===== config.mk =====
export PLATFORM = sky130hd
export DESIGN_NAME = freq_divider
export DESIGN_NICKNAME = d
export VERILOG_FILES = /design/src/rtl/freq_divider_pkg.sv /design/src/rtl/freq_divider_div_stage.sv /design/src/rtl/freq_divider.sv
export SDC_FILE = /design/constraint.sdc
export NUM_CORES = 1
export LEC_CHECK = 0
export CAP_MARGIN = 20
export CORE_AREA = 3 3 40 42
export CTS_BUF_LIST = sky130_fd_sc_hd__clkbuf_8
export CTS_CLUSTER_DIAMETER = 60
export DETAILED_ROUTE_END_ITERATION = 7
export DIE_AREA = 0 0 43 45
export PLACE_DENSITY = 0.34
export SLEW_MARGIN = 20
export SYNTH_ARGS = -nofsm -noshare
export SYNTH_HDL_FRONTEND = slang
export SYNTH_SLANG_ARGS = --single-unit

===== constraint.sdc =====
create_clock -name clk -period 1.4 [get_ports clk]
set_clock_uncertainty 0.1 [all_clocks]
set_input_delay 0.35 -clock clk [delete_from_list [all_inputs] [get_ports clk]]
set_output_delay 0.35 -clock clk [all_outputs]
set_load 0.01 [all_outputs]

===== src/rtl/freq_divider_pkg.sv =====
// Shared clocking constants for the divider slice.
package freq_divider_pkg;
  localparam int DEFAULT_DIV_STAGES = 4;
endpackage


===== src/rtl/freq_divider_div_stage.sv =====
// One divider bit: toggle flop that flips when every lower bit is zero (borrow in).
// Latency: q updates on the clk edge; borrow_out is combinational. Backpressure: none.
module div_stage (
  input  logic clk,
  input  logic rst,
  input  logic borrow_in,
  output logic q,
  output logic borrow_out
);

  always_ff @(posedge clk) begin
    if (!rst) begin
      q <= 1'b0;
    end else if (borrow_in) begin
      q <= ~q;
    end
  end

  assign borrow_out = borrow_in & ~q;

endmodule


===== src/rtl/freq_divider.sv =====
// Power-of-two divider: N-bit synchronous down-counter, clkout = count MSB (f_clk / 2^N, 50% duty).
// Latency: clkout is taken straight from the register, no extra stage. Backpressure: none.
module freq_divider
  import freq_divider_pkg::*;
#(
  parameter int N = DEFAULT_DIV_STAGES
) (
  input  logic clk,
  input  logic rst,
  output logic clkout
);

  if (N < 1 || N > 31) begin : g_bad_n
    $error("freq_divider: N=%0d outside legal range 1..31", N);
  end

  logic [N-1:0] count;
  logic [N:0]   borrow;
  logic         unused_borrow;

  assign borrow[0] = 1'b1;

  // Stage k toggles only when stages 0..k-1 are all zero: a synchronous borrow chain.
  for (genvar k = 0; k < N; k++) begin : g_stage
    div_stage u_stage (
      .clk       (clk),
      .rst       (rst),
      .borrow_in (borrow[k]),
      .q         (count[k]),
      .borrow_out(borrow[k+1])
    );
  end

  assign unused_borrow = borrow[N];
  assign clkout        = count[N-1];

endmodule


* Yosys cells after proc, flatten, opt, wreduce, memory -nomap -nowiden *
Cells that the tools add are included.

word-level totals
  register bits = 4
  output and inout bits = 1

cells by class
  bitwise logic cells = 6

operators with widths
  operator        count
  inverter 1 bit  4
  AND 1 bit       2

* Depth between registers and ports, before layout *
  depth in word-level cells = 3
  depth in mapped cells = 2
  depth with buffers taken out = 2

* Hierarchy *
From an unflattened synthesis, not the netlist that was laid out.

second synthesis, totals
  cell total of the unflattened synthesis = 17
  area, all modules = 193.9 um2

modules (own cells, without submodules)
  module        times used  cells each  area an instance (um2)  seq. area each (um2)
  div_stage     4           4           47.5                    20.0
  freq_divider  1           1           3.8                     0.0

* Worst setup path after synthesis *
OpenSTA, ideal clock, no wires.

  path type = flip-flop to flip-flop
  start = reg g_stage[1].u_stage.q
  end = reg g_stage[3].u_stage.q
  setup time = 0.072 ns
  arrival time = 0.684 ns
  slack = 0.544 ns
  stages on the path, launching flop included = 3
  cells stage by stage = dfxtp_1 -> nor3_2 -> mux2i_1

on the way
  cells in the longest elaborated chain, start to end = 3

ends and longest elaborated chain
  item                    line                          text
  from (decl)             freq_divider_div_stage.sv:7   output logic q,
  from (signal assigned)  freq_divider_div_stage.sv:15  q <= ~q;
  inverter 1 bit          freq_divider_div_stage.sv:19  assign borrow_out = borrow_in & ~q;
  AND 1 bit (2 in a row)  freq_divider_div_stage.sv:19
  to (signal assigned)    freq_divider_div_stage.sv:15
  to (decl)               freq_divider_div_stage.sv:7

Every way passes these cells.
A chain may end at the register's enable or synchronous reset.

* Final worst setup path *
  start = reg g_stage[3].u_stage.q
  end = out clkout

RTL lines
  item       line                text
  to (decl)  freq_divider.sv:10  output logic clkout

No word-level cell between the ends.

==> results.toml <==
[run_status]
status = "finished clean"

[logic_synthesis]
synth_fp_nets = 15
async_reset_ff_share_pct = 0
yosysMostFrequentCell = "dfxtp_1"
synth-seq-cells = 4
synth_edf_count = 0
yosysSeqAreaShare_pct = 53.8
synth_area_per_cell_sq_um = 11.5
syn_area_sq_um = 149
synthTopCellsByCount = "dfxtp_1 (4), o21a_1 (2)"
synthTopCellsByArea = "dfxtp_1 (54%), o21a_1 (10%), mux2i_1 (6.7%), nor3_2 (6.7%), and2b_2 (5.9%)"
synth_cell_types = 9
synthFlopType = "dfxtp_1"
netlist_instances = 13
yosysWarningCount = 0
synth_top_area_share_pct = 53.8
yosysTopAreaCell = "dfxtp_1"

[finish]
reg_top3 = "g_stage.u_stage.q: 4 flops"
multi_input_area_sq_um = 68.8
largest_reg_flops = 4
max_flop_register = "g_stage.u_stage.q"
drive_gt1_share_pct = 27.8
antennaDiodeCount = 0
regArea_sq_um = 80.1
final_nets = 22
layoutNonFillerInstCount = 33
filler_cell_count = 141
syn_to_final_growth_pct = 52.9

[global_route]
antenna_found_initial = 0
gr-total-overflow = 0
grt_pass1_vias = 111
grt_use_total_pct = 3.33
grt_max_degree = 6
grt_pass1_wl_microns = 427

[power_and_ir_drop]
vdd_drop_max_uv = 353
power_w = 0.000421
leakage_nw = 0.0913
powerDensity_nw_per_um2 = 1850

[sta]
tightest_slew_ns = 0.193
slew_violations = 0
fmaxAchievable_mhz = 790
finalWorstSetupSlack_ns = 0.134
hold_viol = 0
fin_crit_sh_pct = 90.5
whs_ns = 0.368
fin_crit_ns = 1.27
setup_viol_count_final = 0
relSlewSlack_pct = 87.1
rsz0062_at_grt = "no"
finalSetupTns_ns = 0

[cts]
post_cts_buffers = 0
clk_latency_ns = 0.21
htreeDepth = 1
root_buffer = "clkbuf_8"
clk_path_buf_depth = 2
cts_buffers = 3
clock-sinks = 4
cts_tree = "built"
path_clk_slew_ns = 0.03

[critical_path]
critPathMaxFanout = 3
cp_num_cells = 1
crit_chain = "dlygate4sd2_1"
path_class = "reg -> out"
cp-start-kind = "flip-flop"
cp_num_buf_inv = 1
critPathSlowestCell = "dfxtp_1"
required_ns = 0.95
arrival_ns = 0.82
cp-end-kind = "output pin"
path_delay_family = "flip-flops"
cpPeakStageDelay_ns = 0.33
r2r_cells = 2

[floorplanning]
core_area_sq_um = 1280
die_w_microns = 43
dieHeight_microns = 45
num_rows = 13
boundaryPins = 3
dieArea_sq_um = 1940
start_util_pct = 11.6

[detailed_routing]
post-route-drc-count = 0
vias = 100
viasPerCell = 3.03
drtIter0Drc = 2
wirelength_microns = 246
drt-pass1-iter-count = 2
post_drt_wl_per_cell_microns = 7.45
postRouteAntennaNets = 0

[placed_design]
place_congestion = 0.556
io_buffers = 2
placed_cells = 30
pre_cts_ws_ns = 0.0902

[hold_path]
hold-path-cell-count = 2
hp-class = "reg -> reg"

[run]
maxCapViolCount = 0
==> kinds of logic after synthesis <==
kind of cell     after synthesis  synth area share, %
flip-flops                     4                 53.8
AND/OR/NAND/NOR                5                 23.5
multiplexers                   1                 6.72
XOR/XNOR                       1                 5.88
AO/OA/AOI/OAI                  2                 10.1
==> path summary, 6_finish.rpt <==
kind / from / endpoint / slack [ns]
setup / recovery: g_stage[3].u_stage.q / clkout / 0.13
hold / removal: g_stage[3].u_stage.q / g_stage[3].u_stage.q / 0.37
setup reg to reg: g_stage[1].u_stage.q / g_stage[3].u_stage.q / 0.49
hold reg to reg: g_stage[3].u_stage.q / g_stage[3].u_stage.q / 0.37
==> what timing repair did <==
| action | 4_1_cts | 5_1_grt |
|---|---|---|
| resized for setup | 1 | 0 |
| setup endpoints to repair | 1 | 0 |
| hold buffers | 0 | 0 |
==> through the flow <==
stage                     util [%]  instance area [sq um]
after floorplan                  -                    149
after global placement        14.6                    188
after detailed placement      14.6                    188
after CTS                     17.7                    228
after global routing          17.7                    228
final                         17.7                    228
==> power breakdown <==
| group | internal (W) | leakage (nW) | switching (W) |
|---|---|---|---|
| registers | 0.000130 | 0.0334 | 0.0000122 |
| logic | 0.0000268 | 0.0364 | 0.0000154 |
| clock network | 0.000183 | 0.0216 | 0.0000540 |
| total | 0.000339 | 0.0913 | 0.0000816 |
==> per-layer routing <==
layer	up-vias	routed length (microns)	global-route usage, %
li1	54	-	-
met1	44	108	3.37
met2	2	130	4.19
met3	0	7	2.39
met4	0	0	3.61
met5	-	0	0
==> area by class of cell <==
cell class / instances / share of cell area [%]
clock buffers: 3 / 18.1
multi-input cells: 9 / 30.2
flip-flops and latches: 4 / 35.2
well taps: 15 / 8.24
repair buffers: 2 / 8.24
==> cells in the final DEF, fill, tap and decap left out <==
cell type,netlist,layout
clkbuf_8,0,3
clkdlybuf4s50_1,0,1
mux2i_1,1,1
xnor2_1,1,1
nor3_2,1,1
o21a_1,2,2
nand2_1,1,1
and2b_2,1,1
dlygate4sd2_1,0,1
dfxtp_1,4,4
nand2b_1,1,1
and2_1,1,1
No activity file was read; power rests on OpenSTA's default activity.
